**config.mk**
```make
export PLATFORM = sky130hd
export DESIGN_NAME = led_pattern_gen
export DESIGN_NICKNAME = d
export VERILOG_FILES = /design/src/rtl/led_pattern_gen.sv
export SDC_FILE = /design/constraint.sdc
export NUM_CORES = 1
export LEC_CHECK = 0
export CAP_MARGIN = 5
export CELL_PAD_IN_SITES_DETAIL_PLACEMENT = 0
export CELL_PAD_IN_SITES_GLOBAL_PLACEMENT = 1
export CORE_MARGIN = 5
export CORE_UTILIZATION = 50
export DETAILED_ROUTE_END_ITERATION = 10
export PLACE_DENSITY_LB_ADDON = 0.3
export SLEW_MARGIN = 20
export SYNTH_ARGS = -nofsm -noshare
export SYNTH_HDL_FRONTEND = slang
export SYNTH_SLANG_ARGS = --single-unit
export TNS_END_PERCENT = 50
```
**constraint.sdc**
```tcl
create_clock -name clk -period 4.7 [get_ports clk]
set_input_delay 1.175 -clock clk [delete_from_list [all_inputs] [get_ports clk]]
set_output_delay 1.175 -clock clk [all_outputs]
set_load 0.05 [all_outputs]
```
**src/rtl/led_pattern_gen.sv**
```systemverilog
// LED pattern source: static, walking, bouncing and binary-count patterns.
// Patterns advance at a prescaled step rate and are PWM-dimmed onto registered LED outputs.
module led_pattern_gen #(
  parameter int         TICK_DIV       = 1200000,
  parameter logic [3:0] STATIC_PATTERN = 4'b1010
) (
  input  logic       clk,
  input  logic       rst,
  input  logic [1:0] mode,
  input  logic       pause,
  input  logic [3:0] brightness,
  output logic [3:0] led,
  output logic       step
);

  localparam int            CW        = $clog2(TICK_DIV);
  localparam logic [CW-1:0] TICK_LAST = CW'(TICK_DIV - 1);

  localparam logic [1:0] MODE_STATIC = 2'b00;
  localparam logic [1:0] MODE_WALK   = 2'b01;
  localparam logic [1:0] MODE_BOUNCE = 2'b10;
  localparam logic [1:0] MODE_COUNT  = 2'b11;

  localparam logic DIR_UP   = 1'b0;
  localparam logic DIR_DOWN = 1'b1;

  logic [1:0]    mode_meta_q, mode_s_q, mode_q;
  logic          pause_meta_q, pause_s_q;
  logic [3:0]    bri_q;
  logic [CW-1:0] presc_q, presc_d;
  logic [3:0]    pwm_q;
  logic [3:0]    pat_q, pat_d;
  logic          dir_q, dir_d;
  logic [3:0]    led_q, led_d;
  logic          step_q, step_d;
  logic          mode_chg_s, tick_s, en_s;

  // Prescaler and pattern next-state; a mode change overrides any coincident tick.
  always_comb begin
    mode_chg_s = (mode_s_q != mode_q);
    tick_s     = (presc_q == TICK_LAST) && !pause_s_q;
    presc_d    = presc_q;
    pat_d      = pat_q;
    dir_d      = dir_q;
    step_d     = 1'b0;
    if (mode_chg_s) begin
      presc_d = '0;
      dir_d   = DIR_UP;
      case (mode_s_q)
        MODE_STATIC: pat_d = STATIC_PATTERN;
        MODE_WALK:   pat_d = 4'b0001;
        MODE_BOUNCE: pat_d = 4'b0001;
        MODE_COUNT:  pat_d = 4'b0000;
        default:     pat_d = STATIC_PATTERN;
      endcase
    end else if (tick_s) begin
      presc_d = '0;
      step_d  = 1'b1;
      case (mode_q)
        MODE_STATIC: pat_d = STATIC_PATTERN;
        MODE_WALK:   pat_d = {pat_q[2:0], pat_q[3]};
        MODE_BOUNCE: begin
          if (dir_q == DIR_UP) begin
            pat_d = {pat_q[2:0], 1'b0};
            dir_d = (pat_d == 4'b1000) ? DIR_DOWN : DIR_UP;
          end else begin
            pat_d = {1'b0, pat_q[3:1]};
            dir_d = (pat_d == 4'b0001) ? DIR_UP : DIR_DOWN;
          end
        end
        MODE_COUNT:  pat_d = pat_q + 4'd1;
        default:     pat_d = STATIC_PATTERN;
      endcase
    end else if (!pause_s_q) begin
      presc_d = presc_q + CW'(1);
    end else begin
      presc_d = presc_q;
    end
  end

  // PWM gate: full brightness bypasses the compare so 15 is continuously on.
  always_comb begin
    en_s  = (bri_q == 4'd15) || (pwm_q < bri_q);
    led_d = pat_q & {4{en_s}};
  end

  // All state: synchronizers, prescaler, PWM counter, pattern and outputs.
  always_ff @(posedge clk or posedge rst) begin
    if (rst) begin
      mode_meta_q  <= 2'b00;
      mode_s_q     <= 2'b00;
      mode_q       <= 2'b00;
      pause_meta_q <= 1'b0;
      pause_s_q    <= 1'b0;
      bri_q        <= 4'd0;
      presc_q      <= '0;
      pwm_q        <= 4'd0;
      pat_q        <= STATIC_PATTERN;
      dir_q        <= DIR_UP;
      led_q        <= 4'b0000;
      step_q       <= 1'b0;
    end else begin
      mode_meta_q  <= mode;
      mode_s_q     <= mode_meta_q;
      mode_q       <= mode_s_q;
      pause_meta_q <= pause;
      pause_s_q    <= pause_meta_q;
      bri_q        <= brightness;
      presc_q      <= presc_d;
      pwm_q        <= pwm_q + 4'd1;
      pat_q        <= pat_d;
      dir_q        <= dir_d;
      led_q        <= led_d;
      step_q       <= step_d;
    end
  end

  assign led  = led_q;
  assign step = step_q;

endmodule

```
==> results.md <==
Drt:
- The number of detailed-route iterations in the first pass is 4.
- The via count of the routed design is around 1600.
- The count of antenna-violating nets left after detailed routing is 0.
- The detailed-route vias per instance is approximately 5.5.
- The overall routed net length is approximately 4100 um.
- The detailed router's first-iteration violation count is 63.
- The routed length per placed instance is around 14 um.
- The remaining design rule violation count is 0.

Worst setup path:
- For this run, the slowest stage of the critical path takes about 0.8 ns.
- The critical-path maximum fanout is 1.
- The critical path is of the reg2out type.
- The total buffers and inverters traversed by the critical path is 1.
- Counting cells, the worst reg-to-reg path comes to 5.
- At the worst endpoint, the required time is 3.52 ns.
- The slowest stage of the critical path belongs to the cell clkdlybuf4s50_1.
- Data on the critical path arrives at its endpoint at roughly 1.4 ns.
- The worst flop-to-flop path startpoint is presc_q[5].
- In this design, the largest share of critical-path delay is due to buffers and inverters.
- The sort of element at the end of the critical path is an output port.
- For flop-to-flop paths, the worst setup slack is approximately 2.8 ns.
- In this run the critical register-to-register path is captured at presc_q[19].
- The startpoint class of the critical path is a flop.
- Traced cell by cell, the critical path runs through clkdlybuf4s50_1.

Die:
- The die boundary width is approximately 77 um.
- The starting density of the core is 51.4%.
- The total core area is between 4000 and 5000 um2.
- For this design the top-level I/O count stands at 14.
- Row generation in the floorplan step produced 24 rows.
- The die is 76.9 um tall.
- The floorplan step defined a die boundary enclosing 5920 um2.

Logic synthesis:
- In the synthesized netlist the dominant register cell turns out to be dfrtp_1.
- The number of distinct library cell variants in the gate-level netlist after synthesis is 40.
- The net count of the mapped netlist is between 200 and 250.
- Sequential elements use 52.6% of the synthesized area.
- Synthesis inferred 47 register bits.
- Each instance of the synthesized netlist takes up on average about 10 um2.
- The count of yosys warnings during synthesis is 0.
- Synthesis handed over a netlist of around 220 instances.
- Yosys mapped a number of flops with a built-in enable equal to 0.
- The fraction of synthesis flops using an asynchronous set or reset pin is between 90% and 100%.
- The cell area after synthesis is 2240 um2.

Timing:
- The final-report max-slew violation count is 0.
- Setup repair after global routing left no endpoint under its margin.
- Setup violations remaining at the end of the flow were counted as 0.
- The count of endpoints failing hold in the final timing report came to 0.
- The pin slew with the least headroom to its limit is 0.933 ns.
- Headroom to the max-slew limit came out at a little under two fifths.
- Across the routed clock network, the largest skew measured is between 0.01 and 0.015 ns.
- The maximum clock frequency is approximately 0.38 GHz.
- On the final layout, the worst hold slack is roughly 0.36 ns.
- The post-route setup TNS is 0 ns.
- The post-route fraction of the period consumed by the critical path is 55.7%.
- The final period demand of the worst path is 2.62 ns.

Final layout:
- The library cells used most frequently in the layout, excluding fill and tap cells, are dfrtp_1, nor2_1, xor2_1, inv_1.
- The most common library cell in the layout ignoring fill and taps is dfrtp_1.
- The antenna diode count is 0.
- The number of standard cells in the layout, taps in and fillers out is 284.
- The relative area change from synthesis to final layout is 11.5%.
- In the final design database the tool counted roughly 250 nets.
- The design area is roughly 2500 um2.
- Of the cells placed in the final design, the portion with a size suffix greater than 1 is around 6.9%.

Power and ir drop:
- The clock share of power is roughly a third.
- Combinational logic is responsible for 10.0% of the overall power.
- VDD sags by at most roughly 0.2 mV.
- Per report_power, the sequential group accounts for around 58% of the total.
- The total net switching power is slightly below 0.2 mW.
- Internal power comes to roughly 0.55 mW.
- The switching part of the total is 26.1%.
- The areal power density over the cells is between 200 and 300 nW/um2.
- The static leakage is 1.13 nW.

Min path:
- In this run the worst hold path is classified as reg2reg.
- The startpoint of the worst hold path is mode_meta_q[1].
- The number of cells traversed by the worst hold path is 0.
- The worst hold path terminates at mode_s_q[1].

Global route:
- In the global route stage, overall resource usage came out at 15.5%.
- The first-pass GRT wire length is around 7500 um.
- The leftover overflow at the end of global routing is 0.
- The via count of the first global-routing pass came to approximately 1600.
- The number of antenna violations at the first check in global routing is 0.
- The maximum number of pins on one net before global-route repair is 48.

Place:
- Including well taps, the total number of placed cells is approximately 280.
- The total cell area at the placement stage is roughly 2400 um2.
- The wire-length estimate of the detail-placed layout is 2920 um.
- At the end of routability-driven placement, the weighted congestion stood at a little over 0.8.
- The number of port buffers is 13.

Clock network:
- The deepest level of the CTS H-tree is 2.
- The number of clock buffers added by TritonCTS is 5.
- The clock root buffer is clkbuf_8.
- The number of cells upsized or downsized after cts is 0.
- The number of buffers inserted by hold repair at cts is 0.
- The maximum number of buffers from clock root to sink is 2.
- The total number of clock tree sinks is 47.
- TritonCTS built the clock tree.
- Clock-pin slew was measured on the worst setup and hold paths at roughly 0.090 ns.
- The buffer count from post-CTS setup fixing is 0.
- The clock reaches the later pin of the worst-skew pair after roughly 0.30 ns.

Status:
- The run finished with clean final reports.

Job:
- The reported max-cap violation count is 0.
[cell usage after synthesis, types with 2 or more instances]
master / count / share of area (%)
o31ai_1: 2 / 0.67
o21ai_0: 4 / 0.89
dfstp_2: 2 / 2.3
mux2i_1: 4 / 1.8
o22ai_1: 2 / 0.56
or3_1: 2 / 0.56
xnor2_1: 7 / 2.7
dfrtp_1: 45 / 50
a31oi_1: 2 / 0.56
nand2b_1: 2 / 0.56
ha_1: 8 / 4.5
clkbuf_1: 2 / 0.34
and3_1: 2 / 0.56
nor2b_1: 2 / 0.56
xor2_1: 17 / 6.6
a21oi_1: 11 / 2.5
a21o_1: 3 / 1.0
nand4_1: 12 / 3.4
inv_1: 15 / 2.5
a2bb2oi_1: 2 / 0.78
buf_2: 4 / 0.89
nor2_1: 24 / 4.0
nand2_1: 13 / 2.2
nand3_1: 11 / 2.5
nor3_1: 4 / 0.89
[cell families (layout without fill, tap and decap cells)]
logic type,after synthesis,count (layout),share of synthesized area (%)
adder cells (fa/ha/maj),8,8,4.47
XOR/XNOR,24,24,9.39
buffers and inverters,21,36,3.74
AO/OA/AOI/OAI,29,29,7.99
AND/OR/NAND/NOR,84,84,20.0
multiplexers,4,4,1.79
flip-flops,47,47,52.6
[registers in the layout (all words and copies together), names as in the netlist]
signal        count
step              1
pwm_q             4
pause_meta_q      1
pat_q             4
bri_q             4
pause_s_q         1
mode_meta_q       2
led               4
mode_s_q          2
dir_q             1
mode_q            2
presc_q          21
[worst max path at each step]
stage / start / endpoint / slack (ns) / depth (start not counted)
detailed placement: rst / presc_q[1] / 2.30 / 2
global placement: rst / pat_q[0] / 2.32 / 2
global route: step / step / 2.03 / 1
floorplan: rst / bri_q[0] / 2.41 / 1
CTS: step / step / 2.06 / 1
finish: step / step / 2.08 / 1
[power groups by stage]
stage / Combinational, mW / Clock, mW / Sequential, mW
floorplan: 0.0434 / 0 / 0.444
global placement: 0.0748 / 0 / 0.437
detailed placement: 0.0754 / 0 / 0.437
CTS: 0.0756 / 0.248 / 0.429
global route: 0.0826 / 0.268 / 0.431
finish: 0.0739 / 0.239 / 0.429
[layer usage]
metal  vias up  track usage (%)  wire, um
met5         -                0         0
met4         0             4.72        54
met3         5             3.98       219
met2        38             23.1      1830
met1       758             22.2      1990
li1        770                -         -
[cell type report]
| type | instances | area [um2] |
|---|---|---|
| Sequential cell | 47 | 1180 |
| Inverter | 15 | 56.3 |
| Clock buffer | 5 | 68.8 |
| Timing Repair Buffer | 13 | 130 |
| Clock inverter | 3 | 20.0 |
| Fill cell | 386 | 1860 |
| Multi-Input combinational cell | 149 | 977 |
| Tap cell | 52 | 65.1 |
[through the flow]
step,total power [mW],utilization (%),setup WS (ns)
after CTS,0.752,57.3,2.06
after global routing,0.782,57.3,2.03
after detailed placement,0.512,55.3,2.30
final,0.741,57.3,2.08
after global placement,0.511,55.3,2.32
after floorplan,0.487,-,2.41
No activity file was read; power rests on OpenSTA's default activity.
